$ cat src/rtl/regfile_writeback_pkg.sv
// Shared types and widths for the register-file write-back path.
// The dispatch width and register geometry are fixed here so every consumer agrees on them.
package regfile_writeback_pkg;

    localparam int DISPATCH_WIDTH = 2;
    localparam int RF_NUM_REGS    = 32;
    localparam int NUM_REGS_WIDTH = $clog2(RF_NUM_REGS);
    localparam int RF_REG_WIDTH   = 32;

    typedef struct packed {
        logic [NUM_REGS_WIDTH-1:0] rd;
        logic [RF_REG_WIDTH-1:0]   data;
    } wb_entry_t;

    // x0 is hard-wired zero: such entries occupy a slot but never write.
    function automatic logic writes_reg(input wb_entry_t e);
        return e.rd != '0;
    endfunction

endpackage

$ cat src/rtl/regfile_writeback_wb_fifo.sv
// In-order circular buffer: DISPATCH_WIDTH-wide compacting enqueue, exposes the oldest
// DISPATCH_WIDTH entries and retires a caller-chosen number of them per cycle.
module wb_fifo
    import regfile_writeback_pkg::*;
#(
    parameter  int DEPTH = 8,
    localparam int PTR_W = $clog2(DEPTH),
    localparam int CNT_W = $clog2(DEPTH) + 1
) (
    input  logic             clk,
    input  logic             rst,
    input  logic             push_valid [0:DISPATCH_WIDTH-1],
    input  wb_entry_t        push_entry [0:DISPATCH_WIDTH-1],
    input  logic [CNT_W-1:0] pop_cnt,
    output logic             push_ready,
    output wb_entry_t        peek_entry [0:DISPATCH_WIDTH-1],
    output logic [CNT_W-1:0] count
);

    wb_entry_t        mem_q [0:DEPTH-1];
    wb_entry_t        mem_d [0:DEPTH-1];
    logic [PTR_W-1:0] head_q, head_d;
    logic [PTR_W-1:0] tail_q, tail_d;
    logic [CNT_W-1:0] count_q, count_d;
    logic [CNT_W-1:0] enq_cnt;

    // Ready depends only on registered occupancy, so producers see no combinational path.
    assign push_ready = (CNT_W'(DEPTH) - count_q) >= CNT_W'(DISPATCH_WIDTH);
    assign count      = count_q;

    always_comb begin
        mem_d   = mem_q;
        enq_cnt = '0;
        if (push_ready) begin
            for (int i = 0; i < DISPATCH_WIDTH; i++) begin
                if (push_valid[i]) begin
                    mem_d[tail_q + PTR_W'(enq_cnt)] = push_entry[i];
                    enq_cnt = enq_cnt + CNT_W'(1);
                end
            end
        end
        tail_d  = tail_q + PTR_W'(enq_cnt);
        head_d  = head_q + PTR_W'(pop_cnt);
        count_d = count_q + enq_cnt - pop_cnt;
    end

    always_comb begin
        for (int k = 0; k < DISPATCH_WIDTH; k++) begin
            peek_entry[k] = mem_q[head_q + PTR_W'(k)];
        end
    end

    always_ff @(posedge clk) begin
        if (rst) begin
            head_q  <= '0;
            tail_q  <= '0;
            count_q <= '0;
        end else begin
            head_q  <= head_d;
            tail_q  <= tail_d;
            count_q <= count_d;
        end
    end

    // Payload storage carries no reset; occupancy alone decides what is meaningful.
    always_ff @(posedge clk) begin
        mem_q <= mem_d;
    end

endmodule

$ cat src/rtl/regfile_writeback.sv
// Register-file write-back initiator: buffers lane results in order and drains up to
// DISPATCH_WIDTH per cycle, never issuing two writes to one register nor any write to x0.
module regfile_writeback
    import regfile_writeback_pkg::*;
#(
    parameter  int NUM_REGS  = RF_NUM_REGS,
    parameter  int REG_WIDTH = RF_REG_WIDTH,
    parameter  int DEPTH     = 8,
    localparam int CNT_W     = $clog2(DEPTH) + 1
) (
    input  logic                      clk,
    input  logic                      rst,
    input  logic                      in_valid [0:DISPATCH_WIDTH-1],
    input  logic [NUM_REGS_WIDTH-1:0] in_rd    [0:DISPATCH_WIDTH-1],
    input  logic [REG_WIDTH-1:0]      in_data  [0:DISPATCH_WIDTH-1],
    output logic                      in_ready,
    output logic [NUM_REGS_WIDTH-1:0] addr_rd  [0:DISPATCH_WIDTH-1],
    output logic [REG_WIDTH-1:0]      rd_data  [0:DISPATCH_WIDTH-1],
    output logic                      rd_wen   [0:DISPATCH_WIDTH-1],
    output logic [CNT_W-1:0]          count,
    output logic                      empty
);

    wb_entry_t        push_entry [0:DISPATCH_WIDTH-1];
    wb_entry_t        peek_entry [0:DISPATCH_WIDTH-1];
    logic [CNT_W-1:0] fifo_count;
    logic [CNT_W-1:0] deq_cnt;
    logic             blocked;

    always_comb begin
        for (int i = 0; i < DISPATCH_WIDTH; i++) begin
            push_entry[i].rd   = in_rd[i];
            push_entry[i].data = RF_REG_WIDTH'(in_data[i]);
        end
    end

    wb_fifo #(
        .DEPTH (DEPTH)
    ) u_fifo (
        .clk        (clk),
        .rst        (rst),
        .push_valid (in_valid),
        .push_entry (push_entry),
        .pop_cnt    (deq_cnt),
        .push_ready (in_ready),
        .peek_entry (peek_entry),
        .count      (fifo_count)
    );

    // Slots fill strictly in age order; the first register collision halts the drain so
    // a younger write can never overtake an older one to the same register.
    always_comb begin
        blocked = 1'b0;
        deq_cnt = '0;
        for (int k = 0; k < DISPATCH_WIDTH; k++) begin
            rd_wen[k]  = 1'b0;
            addr_rd[k] = '0;
            rd_data[k] = '0;
        end
        for (int k = 0; k < DISPATCH_WIDTH; k++) begin
            if (!blocked && (CNT_W'(k) < fifo_count)) begin
                if (writes_reg(peek_entry[k])) begin
                    for (int j = 0; j < k; j++) begin
                        if (rd_wen[j] && (addr_rd[j] == peek_entry[k].rd)) begin
                            blocked = 1'b1;
                        end
                    end
                end
                if (!blocked) begin
                    deq_cnt = deq_cnt + CNT_W'(1);
                    if (writes_reg(peek_entry[k])) begin
                        rd_wen[k]  = 1'b1;
                        addr_rd[k] = peek_entry[k].rd;
                        rd_data[k] = REG_WIDTH'(peek_entry[k].data);
                    end
                end
            end
        end
    end

    assign count = fifo_count;
    assign empty = (fifo_count == '0);

    a_count_bound : assert property (@(posedge clk) disable iff (rst)
        int'(fifo_count) <= DEPTH);

    for (genvar a = 0; a < DISPATCH_WIDTH; a++) begin : g_chk
        a_no_x0 : assert property (@(posedge clk) disable iff (rst)
            rd_wen[a] |-> (addr_rd[a] != '0));
        a_in_range : assert property (@(posedge clk) disable iff (rst)
            rd_wen[a] |-> (int'(addr_rd[a]) < NUM_REGS));
        for (genvar b = a + 1; b < DISPATCH_WIDTH; b++) begin : g_pair
            a_unique : assert property (@(posedge clk) disable iff (rst)
                !(rd_wen[a] && rd_wen[b] && (addr_rd[a] == addr_rd[b])));
        end
    end

endmodule

$ cat config.mk
export PLATFORM = sky130hd
export DESIGN_NAME = regfile_writeback
export DESIGN_NICKNAME = d
export VERILOG_FILES = /design/src/rtl/regfile_writeback_pkg.sv /design/src/rtl/regfile_writeback_wb_fifo.sv /design/src/rtl/regfile_writeback.sv
export SDC_FILE = /design/constraint.sdc
export NUM_CORES = 1
export LEC_CHECK = 0
export ABC_AREA = 1
export CAP_MARGIN = 20
export CORE_MARGIN = 10
export CORE_UTILIZATION = 60
export DETAILED_ROUTE_END_ITERATION = 7
export GPL_TIMING_DRIVEN = 0
export PLACE_DENSITY = 0.81
export RECOVER_POWER = 50
export SLEW_MARGIN = 20
export SYNTH_ARGS = -nofsm -noshare
export SYNTH_HDL_FRONTEND = slang
export SYNTH_SLANG_ARGS = --single-unit
$ cat constraint.sdc
create_clock -name clk -period 10.7 [get_ports clk]
set_input_delay 2.14 -clock clk [delete_from_list [all_inputs] [get_ports clk]]
set_output_delay 2.14 -clock clk [all_outputs]
set_load 0.05 [all_outputs]
==> results.sh <==
export IMPL_crit_required_ns=8.56
export IMPL_synth_edf_count=296
export IMPL_numPortBuffers=158
export IMPL_startpoint_type="register"
export IMPL_diodes=0
export IMPL_antenna_found_initial=1
export IMPL_ys_warn_count=0
export IMPL_syn_inst=3045
export IMPL_violations="design-rule violations, max-capacitance violations, max-slew violations"
export IMPL_insertion_delay_ns=0.58
export IMPL_grt_pass1_wl_um=141000
export IMPL_min_delay_start="u_fifo.tail_q[0]$_SDFF_PP0_"
export IMPL_dr_pass1_iters=8
export IMPL_syn_nets=3141
export IMPL_num_io_pins=160
export IMPL_critPathKind="reg2out"
export IMPL_tightest_slew_ns=5.58
export IMPL_hold_class="reg2reg"
export IMPL_die_x_um=209
export IMPL_clockBufferDepth=3
export IMPL_synth_top_family_by_area="compound AO/OA/AOI/OAI gates"
export IMPL_post_cts_buffers=0
export IMPL_numCtsBuffers=37
export IMPL_min_path_cells=3
export IMPL_nets=3340
export IMPL_die_area_um2=43700
export IMPL_synth_seq_area_share_pct=42.4
export IMPL_routed_wl_um=95100
export IMPL_drc=6
export IMPL_antenna_left=0
export IMPL_wl_per_cell_um=25.5
export IMPL_fill_cells=3021
export IMPL_final_cell_area_um2=24800
export IMPL_synth_mux_area_share_pct=0
export IMPL_synth_xor_area_share_pct=0.280
export IMPL_syn_cell_area_um2=21500
export IMPL_clock_sinks=306
export IMPL_crit_path_max_fanout=10
export IMPL_arrival_ns=4.87
export IMPL_synth_flop_cell="edfxtp_1"
export IMPL_rr_worst_depth=9
export IMPL_place_area_um2=23700
export IMPL_rsz0062_at_grt="no"
export IMPL_status="complete, but fails checks"
export IMPL_core_um2=35400
export IMPL_area_growth_pct=15.8
export IMPL_ys_seq_elements=306
export IMPL_end_kind="output pin"
export IMPL_clockRootBuffer="clkbuf_16"
export IMPL_synthAdderAreaFrac_pct=1.19
export IMPL_layout_min_cycle_time_ns=7.01
export IMPL_holdPathEnd="u_fifo.tail_q[0]$_SDFF_PP0_"
export IMPL_r2r_end="u_fifo.mem_q[20]$_DFFE_PP_"
export IMPL_fmaxAchievable_ghz=0.143
export IMPL_cts_max_level=2
export IMPL_dp_hpwl_um=63700
export IMPL_cts_repair_resized=0
export IMPL_grt_pass1_vias=24300
export IMPL_overflow=0
export IMPL_grt_use_total_pct=41.4
export IMPL_multi_input_area_um2=10500
export IMPL_synth_compound_area_share_pct=26.6
export IMPL_num_vias=25200
export IMPL_period_share_pct=65.5
export IMPL_grt_max_degree=110
export IMPL_hold_buffers=0
export IMPL_r2r_start="u_fifo.count[1]$_SDFF_PP0_"
export IMPL_start_util_pct=60.6
export IMPL_path_clk_slew_ns=0.06
export IMPL_synthArstFlopShare_pct=0
export IMPL_seq_area_um2=9090
export IMPL_slew_viol_final=91
export IMPL_ys_types=35
export IMPL_synth_area_per_cell_um2=7.05
export IMPL_relSlewSlack_pct=-272
export IMPL_drive_gt1_share_pct=3.85
export IMPL_yosys_area_share_simple_pct=20.8
export IMPL_cts_tree="yes"
export IMPL_setup_violations_final=0
export IMPL_hold_violations=0
export IMPL_place_congestion=1.06
export IMPL_avgViaCountPerCell=6.76
export IMPL_die_h_um=209
export IMPL_drv_cap=1
export IMPL_rrSetupSlack_ns=4.13
export IMPL_fin_skew_ns=0.0239
export IMPL_std_cell_rows=69
export IMPL_drt_initial_drc_count=5129
==> cells in the mapped netlist (33+ instances only) <==
cell / count / area, um^2
edfxtp_1: 296 / 8890
inv_1: 217 / 815
clkbuf_1: 153 / 574
nand2_1: 1002 / 3760
a31oi_1: 33 / 206
nand3_1: 48 / 240
o21ai_0: 755 / 3780
nor2_1: 88 / 330
buf_1: 39 / 146
buf_2: 46 / 230
a21oi_1: 227 / 1140
==> metrics by stage <==
step	std cells	utilization, %	hold slack (ns)	setup slack (ns)	TNS, ns
3_5_place_dp	3666	66.9	0.646	4.98	0
2_1_floorplan	3045	-	0.578	0.789	0
4_1_cts	3732	70.3	0.662	4.37	0
3_3_place_gp	3664	66.7	0.628	-2.70	-9.63
6_report	3732	70.2	0.663	3.69	0
5_1_grt	3732	70.2	0.720	3.67	0
==> metal layers <==
metal | vias up | part of all wire (%) | global-route usage, %
met5 | - | 0.0095 | 0
met4 | 2 | 7.6 | 26.8
met3 | 587 | 17 | 15.6
met2 | 2599 | 42 | 62.3
met1 | 11300 | 33 | 48.9
li1 | 10700 | - | -
==> kinds of logic (layout without fill, tap and decap cells) <==
kind of cell,count (synthesis),count (layout)
compound gates,1088,1088
xor+xnor,6,6
fa+ha+maj,18,18
buf+inv,470,696
flops,306,306
simple gates,1157,1157
==> registers in the layout, summed over array words and instances (netlist names) <==
name / count
u_fifo.head_q: 3
u_fifo.mem_q: 296
u_fifo.count: 4
u_fifo.tail_q: 3
==> cell usage in the layout, fill, tap and decap left out, drive strengths merged, types with 4 or more instances in the layout <==
master and n:
edfxtp 296, xnor2 4, o21ai 760, nand3 49
clkbuf 211, a221oi 32, nand2 1003, inv 221
clkdlybuf4s50 153, dlygate4sd3 5, dfxtp 10, clkinv 10
fa 4, buf 93, a21oi 227, nor2 100
ha 14, a31oi 33, o31ai 32
==> area by class of cell <==
type,count,share of cell area (%)
Buffer,250,4.25
Sequential cell,306,36.6
Clock inverter,14,0.579
Multi-Input combinational cell,2269,42.2
Tap cell,461,2.32
Inverter,220,3.35
Timing Repair Buffer,160,6.49
Clock buffer,52,4.25
==> worst max-delay path by stage <==
stage / from / endpoint / slack, ns / cells past startpoint
2_1_floorplan: u_fifo.count[1]$_SDFF_PP0_ / u_fifo.count[3]$_SDFF_PP0_ / 0.79 / 15
3_3_place_gp: u_fifo.count[1]$_SDFF_PP0_ / in_ready / -2.70 / 8
3_5_place_dp: u_fifo.head_q[1]$_SDFF_PP0_ / rd_data[0] / 4.98 / 7
4_1_cts: u_fifo.head_q[1]$_SDFF_PP0_ / rd_data[0] / 4.37 / 7
5_1_grt: u_fifo.head_q[1]$_SDFF_PP0_ / rd_data[11] / 3.67 / 11
6_report: u_fifo.head_q[1]$_SDFF_PP0_ / rd_data[5] / 3.69 / 11
==> critical path, stage by stage (launching register included) <==
cell	delay, ns
dfxtp_1	0.42
ha_1	0.26
clkbuf_1	0.29
inv_1	0.23
clkbuf_1	0.41
buf_2	0.47
buf_1	0.63
a21oi_1	0.10
a221oi_1	0.38
a31oi_1	0.10
nor2_1	0.16
clkdlybuf4s50_1	0.82
Power is not shown: default switching activity piles up to over one toggle a cycle in this logic, so the estimate is an artifact.
